===== config.mk =====
export PLATFORM = sky130hd
export DESIGN_NAME = wavetable_bank_scheduler
export DESIGN_NICKNAME = d
export VERILOG_FILES = /design/src/rtl/wavetable_bank_scheduler_pkg.sv /design/src/rtl/wavetable_bank_scheduler_voice_swap_fsm.sv /design/src/rtl/wavetable_bank_scheduler.sv
export SDC_FILE = /design/constraint.sdc
export NUM_CORES = 1
export LEC_CHECK = 0
export ABC_CLOCK_PERIOD_IN_PS = 2600
export BUFFER_PORTS_ARGS = -buffer_cell sky130_fd_sc_hd__buf_2
export CAP_MARGIN = 40
export CORE_AREA = 2 2 114 116
export CTS_CLUSTER_SIZE = 28
export DETAILED_ROUTE_END_ITERATION = 12
export DIE_AREA = 0 0 116 118
export PLACE_DENSITY = 0.71
export SKIP_LAST_GASP = 1
export SYNTH_ARGS = -nofsm -noshare
export SYNTH_HDL_FRONTEND = slang
export SYNTH_HIERARCHICAL = 1
export SYNTH_SLANG_ARGS = --single-unit

===== constraint.sdc =====
create_clock -name clk -period 2.6 [get_ports clk]
set_input_delay 0.39 -clock clk [delete_from_list [all_inputs] [get_ports clk]]
set_output_delay 0.39 -clock clk [all_outputs]
set_load 0.05 [all_outputs]

===== src/rtl/wavetable_bank_scheduler_pkg.sv =====
// Shared constants for the wavetable bank scheduler: geometry, FSM encoding
// and the bit layout of the status word.
package wavetable_bank_scheduler_pkg;

    localparam int NUM_VOICES = 3;
    localparam int NUM_BANKS  = 4;
    localparam int ADDRWIDTH  = 8;
    localparam int DATAWIDTH  = 16;
    localparam int BANKWIDTH  = 2;

    localparam logic [0:0] ST_IDLE    = 1'b0;
    localparam logic [0:0] ST_PENDING = 1'b1;

    // status = {pending[2:0], forced_sticky[2:0], 4'b0, rbank[5:0]}
    localparam int STAT_RBANK_LSB  = 0;
    localparam int STAT_FORCED_LSB = 10;
    localparam int STAT_PEND_LSB   = 13;

endpackage


===== src/rtl/wavetable_bank_scheduler_voice_swap_fsm.sv =====
// Per-voice bank-swap controller: holds the active read bank, the pending bank
// and the forced-swap watchdog. Swaps are applied on wrap or watchdog expiry.
module voice_swap_fsm
    import wavetable_bank_scheduler_pkg::*;
#(
    parameter int TIMEOUT_W = 20
) (
    input  logic                 clk,
    input  logic                 rst,
    input  logic                 commit,
    input  logic [BANKWIDTH-1:0] commit_bank,
    input  logic                 wrap,
    output logic [BANKWIDTH-1:0] rbank,
    output logic                 pending,
    output logic [BANKWIDTH-1:0] pending_bank,
    output logic                 forced,
    output logic                 swap_done
);

    logic [0:0]           state;
    logic [TIMEOUT_W-1:0] wd;
    logic                 wd_sat;

    assign wd_sat  = &wd;
    assign pending = (state == ST_PENDING);

    always_ff @(posedge clk) begin
        if (rst) begin
            state        <= ST_IDLE;
            rbank        <= '0;
            pending_bank <= '0;
            wd           <= '0;
            forced       <= 1'b0;
            swap_done    <= 1'b0;
        end else begin
            swap_done <= 1'b0;
            case (state)
                ST_IDLE: begin
                    if (commit) begin
                        if (commit_bank == rbank) begin
                            swap_done <= 1'b1;
                        end else begin
                            state        <= ST_PENDING;
                            pending_bank <= commit_bank;
                            wd           <= '0;
                        end
                    end
                end
                ST_PENDING: begin
                    if (wrap || wd_sat) begin
                        rbank     <= pending_bank;
                        swap_done <= 1'b1;
                        forced    <= !wrap;
                        // A commit landing on the swap cycle is judged against the new rbank.
                        if (commit && (commit_bank != pending_bank)) begin
                            pending_bank <= commit_bank;
                            wd           <= '0;
                        end else begin
                            state <= ST_IDLE;
                        end
                    end else if (commit) begin
                        if (commit_bank == rbank) begin
                            state     <= ST_IDLE;
                            swap_done <= 1'b1;
                        end else begin
                            pending_bank <= commit_bank;
                            wd           <= '0;
                        end
                    end else begin
                        wd <= wd + 1'b1;
                    end
                end
                default: state <= ST_IDLE;
            endcase
        end
    end

endmodule


===== src/rtl/wavetable_bank_scheduler.sv =====
// Routes host wavetable writes to non-playing banks and owns each voice's
// read-bank select, deferring bank swaps to the voice's waveform wrap.
module wavetable_bank_scheduler
    import wavetable_bank_scheduler_pkg::*;
#(
    parameter int TIMEOUT_W = 20
) (
    input  logic                      clk,
    input  logic                      rst,
    input  logic                      wr_valid,
    input  logic [1:0]                wr_voice,
    input  logic [BANKWIDTH-1:0]      wr_bank,
    input  logic [ADDRWIDTH-1:0]      wr_addr,
    input  logic [DATAWIDTH-1:0]      wr_data,
    input  logic                      commit_valid,
    input  logic [1:0]                commit_voice,
    input  logic [BANKWIDTH-1:0]      commit_bank,
    input  logic [NUM_VOICES-1:0]     wrap,
    output logic [NUM_VOICES-1:0]     ram_we,
    output logic [BANKWIDTH-1:0]      ram_wbank,
    output logic [ADDRWIDTH-1:0]      ram_waddr,
    output logic [DATAWIDTH-1:0]      ram_wdata,
    output logic [2*NUM_VOICES-1:0]   rbank,
    output logic                      wr_err,
    output logic [NUM_VOICES-1:0]     swap_done,
    output logic [DATAWIDTH-1:0]      status
);

    logic [NUM_VOICES-1:0] pending;
    logic [NUM_VOICES-1:0] forced;
    logic [BANKWIDTH-1:0]  pending_bank [NUM_VOICES];

    for (genvar v = 0; v < NUM_VOICES; v++) begin : g_voice
        voice_swap_fsm #(.TIMEOUT_W(TIMEOUT_W)) u_fsm (
            .clk          (clk),
            .rst          (rst),
            .commit       (commit_valid && (commit_voice == 2'(v))),
            .commit_bank  (commit_bank),
            .wrap         (wrap[v]),
            .rbank        (rbank[2*v +: 2]),
            .pending      (pending[v]),
            .pending_bank (pending_bank[v]),
            .forced       (forced[v]),
            .swap_done    (swap_done[v])
        );
    end

    // Legality uses the registered (pre-commit) voice state, so a write to a
    // bank committed in the same cycle still goes through.
    logic                  voice_ok;
    logic [BANKWIDTH-1:0]  sel_rbank;
    logic                  sel_pending;
    logic [BANKWIDTH-1:0]  sel_pbank;
    logic                  accept;
    logic [NUM_VOICES-1:0] we_onehot;

    always_comb begin
        voice_ok    = 1'b0;
        sel_rbank   = '0;
        sel_pending = 1'b0;
        sel_pbank   = '0;
        we_onehot   = '0;
        for (int v = 0; v < NUM_VOICES; v++) begin
            if (wr_voice == 2'(v)) begin
                voice_ok     = 1'b1;
                sel_rbank    = rbank[2*v +: 2];
                sel_pending  = pending[v];
                sel_pbank    = pending_bank[v];
                we_onehot[v] = 1'b1;
            end
        end
    end

    assign accept = wr_valid && voice_ok && (wr_bank != sel_rbank) &&
                    !(sel_pending && (wr_bank == sel_pbank));

    always_ff @(posedge clk) begin
        if (rst) begin
            ram_we    <= '0;
            ram_wbank <= '0;
            ram_waddr <= '0;
            ram_wdata <= '0;
            wr_err    <= 1'b0;
        end else begin
            ram_we <= accept ? we_onehot : '0;
            wr_err <= wr_valid && !accept;
            if (accept) begin
                ram_wbank <= wr_bank;
                ram_waddr <= wr_addr;
                ram_wdata <= wr_data;
            end
        end
    end

    always_comb begin
        status = '0;
        status[STAT_RBANK_LSB  +: 2*NUM_VOICES] = rbank;
        status[STAT_FORCED_LSB +: NUM_VOICES]   = forced;
        status[STAT_PEND_LSB   +: NUM_VOICES]   = pending;
    end

endmodule


[Word level (Yosys, flattened, before mapping)]
Cells that the tools add are included.
Word-level totals
  flip-flop bits (word level): 111
  input port bits: 39
  output and inout port bits: 55
Cells by class
  add/subtract/negate cells: 3
  equal/unequal tests: 18
  multiplexer cells: 77
  bitwise gates (word level): 4
  reductions and logical operators: 31
Operator list (count)
  two-way mux 20 bit: 15
  case mux 20 bit (2 select lines): 3
  adder 20 x 1 -> 20 bit (second input constant): 3
  AND reduction 20 bit: 3
  two-way mux 2 bit: 18
  two-way mux 1 bit: 32
  case mux 1 bit (2 select lines): 6
  case mux 2 bit (2 select lines): 3
  AND reduction 2 bit: 6
  logical AND 1 bit: 11
  inequality test 3 bit (second input constant): 3
  == test 2 bit: 4
  inequality test 2 bit: 4
  inequality test 2 x 1 -> 1 bit (second input constant): 3
  zero test 1 bit: 5
  == test 2 x 1 -> 1 bit (second input constant): 2
  == test 2 bit (second input constant): 2
  zero test 2 bit: 2
  NOT 1 bit: 4
  logical OR 1 bit: 3
  OR reduction 2 bit: 1

[Logic depth before layout (Yosys ltp)]
  word-level depth: 10
  gate-level depth with buffers: 9
  mapped depth without buffers: 8

[Hierarchy]
The synthesis kept the hierarchy.
By module, submodules not included
  voice_swap_fsm: times used 3, cells an instance 192, area an instance 1521.5 um2
  wavetable_bank_scheduler: times used 1, cells an instance 157, area an instance 1582.8 um2

[Worst setup path after synthesis]
Ideal clock, no wire load.
  path kind: reg2reg
  start: reg g_voice[2].u_fsm.rbank[0]
  end: reg g_voice[2].u_fsm.wd[7]
  data arrival time: 1998 ps
  data required time: 2526 ps
  setup slack: 528 ps
  stages on the path, launching flop included: 6
  clock period less this slack: 2072 ps
  path through: dfxtp_1 -> xor2_1 -> o21ai_0 -> or2b_1 -> or3_1 -> a31oi_1
Between the ends
  word-level cells in the longest chain between the ends: 5
  elaborated cells between the ends (all ways): 6
  classes of those cells: eq/ne (1); mux (5)
RTL lines
  start, declared: line wavetable_bank_scheduler_voice_swap_fsm.sv:13  | output logic [BANKWIDTH-1:0] rbank,
  start signal, assigned: line wavetable_bank_scheduler_voice_swap_fsm.sv:51  | rbank <= pending_bank;
  == test 2 bit (*): line wavetable_bank_scheduler_voice_swap_fsm.sv:40, wavetable_bank_scheduler_voice_swap_fsm.sv:62
  two-way mux 20 bit (*)
  two-way mux 20 bit (2 in series)
  case mux 20 bit (2 select lines) (*)
  end signal, assigned: line wavetable_bank_scheduler_voice_swap_fsm.sv:70  | wd <= wd + 1'b1;
  end, declared: line wavetable_bank_scheduler_voice_swap_fsm.sv:21  | logic [TIMEOUT_W-1:0] wd;
Every way passes the cells marked *; elsewhere a longest branch is shown, timed or not. The select of a mux whose other input is x is not followed.
A chain may end at the register's enable or synchronous reset.

[Worst setup path in the final report]
  start: reg g_voice[0].u_fsm.wd[1]
  end: reg g_voice[0].u_fsm.wd[0]
Between the ends
  word-level cells in the longest chain between the ends: 4
  elaborated cells between the ends (all ways): 6
  classes of those cells: eq/ne (1); mux (2); reduce/logical (3)
RTL lines
  start, declared: line wavetable_bank_scheduler_voice_swap_fsm.sv:21
  start signal, assigned: line wavetable_bank_scheduler_voice_swap_fsm.sv:70
  AND reduction 20 bit (*): line wavetable_bank_scheduler_voice_swap_fsm.sv:24  | assign wd_sat = &wd;
  logical OR 1 bit (*): line wavetable_bank_scheduler_voice_swap_fsm.sv:50  | if (wrap || wd_sat) begin
  inequality test 3 bit (no line) or two-way mux 20 bit (tied branches)
  AND reduction 2 bit (no line) or case mux 20 bit (2 select lines) (tied branches)
Every way passes the cells marked *; elsewhere a longest branch is shown, timed or not.

==> key figures <==
Status
  • Status: complete, no violations

Clock network
  • Clock buffer depth: 2
  • Cts-stage hold buffer count: 0
  • Worst-path clk slew: approximately 0.070 ns
  • # resized after CTS: 0
  • CTS tree: built
  • Worst-Skew Late Latency: 0.36 ns
  • CTS root buffer: clkbuf_16
  • # Post-CTS Setup Buffers: 0
  • Clk sinks: between 100 and 150
  • H-Tree Level Count: 3
  • CTS buffer count: 9

Power
  • Leakage: 2.60 nW
  • Sequential power share: 0.486
  • Pwr/cell area: 519 nW/um2
  • Clock group share of total power: 0.392
  • Comb pwr share: 0.122
  • Max IR drop VDD: roughly 0.00032 V
  • P_int: 2.67 mW
  • Switch share: 0.260
  • NetSw: 0.936 mW

Critical path
  • Crit-path max FO: 10
  • CP arrival: ~2.6 ns
  • Crit path cell chain: ha_1, and3_1, and4_4, a311o_1, mux2i_1, a221oi_1, nor3_1
  • Crit path launch: g_voice[0].u_fsm/wd[1]
  • Req. time, crit path: between 2 and 3 ns
  • CP startpoint kind: register
  • CP top delay family: compound AO/OA/AOI/OAI gates
  • Max stage delay on crit path: slightly above 0.5 ns
  • Worst r2r src: g_voice[0].u_fsm/wd[1]
  • Crit path buffers/inverters: 0
  • Crit path to: g_voice[0].u_fsm/wd[0]
  • Critical path depth: 7
  • CP Class: reg -> reg
  • R2R cell count: 7
  • Critical Path End Type: register
  • FF-to-FF setup slack: about 0.21 ns
  • Slowest cell on crit path: a311o_1
  • RR Endpoint: g_voice[0].u_fsm/wd[0]

Placement
  • Hpwl dp: about 11 mm
  • Gpl congestion: ~0.8
  • IO Port Bufs: slightly below 90
  • Dpl cell area: 6640 um2

Final layout
  • Design Area, Final: 6940 um2
  • Number of fill cells: around 1.2k
  • Storage cell area: ~2200 um2
  • Ant diodes: 0
  • Commonest non-fill, non-tap cell in the layout: dfxtp_1
  • Nets@finish: roughly 850
  • P&R area growth vs syn: 12.9%
  • Layout cells sized above 1: 0.192
  • Most frequent cells in the layout: 111 x dfxtp_1, 89 x buf_2, 67 x nand2_1
  • Fin util: 0.559
  • Area of the multi-input gates: between 3000 and 4000 um2

Synth
  • Distinct cell type count after synthesis: between 50 and 60
  • Largest area contributor in the netlist: dfxtp_1
  • Post-synth top flop: dfxtp_1
  • Syn Area/Cell: between 8 and 9 um2
  • Mapped Area: approximately 6000 um2
  • Synth top area cells: dfxtp_1 36%, mux2i_1 6.5%, nand2b_1 5.6%
  • Synth Warn #: 6
  • Cells after Synth: roughly 730
  • Seq cells post-synth: roughly 110
  • Number of enable flip-flop cells after synthesis: 0
  • Share of the synthesized area in the top cell type: 0.361
  • Async set-or-reset flop fraction in the synthesized netlist: 0
  • Sequential area share after synthesis: 0.361

Floorplan
  • Die area: around 14,000 um2
  • Core Region: between 10,000 and 15,000 um2
  • Starting Density: 0.495
  • Row Count: a little over 40
  • Chip width: between 100 and 150 um
  • Die Span Y: approximately 120 um
  • Num ports: between 90 and 100

Routing
  • 1st-pass router iterations: 5
  • WL final: roughly 15 mm
  • Avg WL per Cell: ~15 um
  • DRT iter0 DRCs: 450
  • Via count: approximately 5.7k
  • # DRC: 0
  • Vias per cell: slightly below 6
  • Post-DRT Antenna Nets: 0

Timing
  • Final setup viols: 0
  • Slew Viols, Final: 0
  • WHS: ~0.28 ns
  • RSZ-0062 raised after global routing: no
  • Fin Setup TNS: 0 ns
  • Normalized max-slew margin: 0.573
  • Max Fclk: 419 MHz
  • Worst-margin pin slew: 0.640 ns
  • Clk_skew: approximately 0.0052 ns
  • Period utilisation layout: 0.917
  • Min cycle time layout: 2.39 ns
  • Final Hold Vio Count: 0

Global route
  • Total Routing Usage GR: 0.217
  • Initial antenna violation count: 0
  • Vias in the first global route: approximately 5.2k
  • Largest net degree at the start of global routing: 66
  • Grt total ovfl: 0
  • First-pass GRT wire length: between 20 and 25 mm

Run
  • Max-Cap Viols: 0

Min path
  • Worst Hold Class: in -> reg
  • HP Start: wr_addr[2]
-- metal layers --
metal	up-vias	part of all wire	track usage
met5	-	0	0
met4	0	0.015	0.0640
met3	15	0.056	0.0551
met2	187	0.47	0.360
met1	2650	0.46	0.277
li1	2804	-	-
-- how the worst min path moves through the flow --
stage	to	slack [ns]	cells after the start
finish	ram_waddr[2]	0.28	3
global route	ram_waddr[2]	0.28	3
CTS	g_voice[0].u_fsm/forced	0.27	2
detailed placement	g_voice[0].u_fsm/wd[11]	0.46	1
global placement	g_voice[0].u_fsm/wd[11]	0.45	1
floorplan	g_voice[0].u_fsm/wd[19]	0.43	1
-- state kept, by name, indices dropped and copies added (netlist names), 2 cells and up --
| name | count |
|---|---|
| ram_we | 3 |
| ram_waddr | 8 |
| ram_wdata | 16 |
| g_voice.u_fsm/pending | 3 |
| g_voice.u_fsm/wd | 60 |
| g_voice.u_fsm/forced | 3 |
| g_voice.u_fsm/swap_done | 3 |
| g_voice.u_fsm/rbank | 6 |
| ram_wbank | 2 |
| g_voice.u_fsm/pending_bank | 6 |
-- kinds of logic after synthesis --
logic type               count (synthesis)  share of synthesized area
other                                    1                   0.000610
buffers and inverters                   63                     0.0594
flip-flops                             111                      0.361
AND/OR/NAND/NOR                        291                      0.270
adder cells (fa/ha/maj)                  3                    0.00611
multiplexers                            40                     0.0651
XOR/XNOR                                15                     0.0214
AO/OA/AOI/OAI                          209                      0.216
-- cell type report --
class / count / area share
flip-flops and latches: 111 / 0.320
multi-input cells: 562 / 0.514
inverters: 15 / 0.00811
clock buffers: 12 / 0.0370
clock inverters: 3 / 0.00613
repair buffers: 105 / 0.0833
well taps: 172 / 0.0310
-- synthesized netlist by cell type, types with 4 or more instances --
cell	count
a21oi_1	42
and3_4	6
and2_1	6
xor2_1	15
and4_4	6
a22o_1	6
nor2_1	43
a211oi_1	12
or2b_1	6
nor2_4	6
inv_1	15
buf_2	4
o21ai_0	36
and3_1	12
nor3_1	15
buf_4	13
nand3b_1	7
nand2_1	67
nand2b_1	55
clkbuf_1	21
buf_6	10
a41oi_1	6
o2bb2ai_1	4
nand3_1	30
mux2i_1	40
dfxtp_1	111
a311oi_1	6
or3_1	4
a31oi_1	45
o21ai_1	24
-- power by group through the flow --
stage               Clock (mW)  Combinational (mW)  Sequential, mW
global route              1.53               0.472            1.75
finish                    1.41               0.441            1.75
CTS                       1.46               0.440            1.75
global placement             0               0.430            1.79
detailed placement           0               0.438            1.79
floorplan                    0               0.217            1.89
-- stage by stage --
step	power, mW	setup slack, ns	instances
CTS	3.65	0.231	980
finish	3.60	0.215	980
global route	3.76	0.0403	980
detailed placement	2.23	0.237	965
floorplan	2.11	0.528	736
global placement	2.22	0.298	965
-- worst min-delay path: cells and delay by family --
family / cells / cell delay [ns]
buffers and inverters: 1 / 0.10
multiplexers: 1 / 0.06
AND/OR/NAND/NOR: 1 / 0.05
Power figures use the tool's default switching activity.
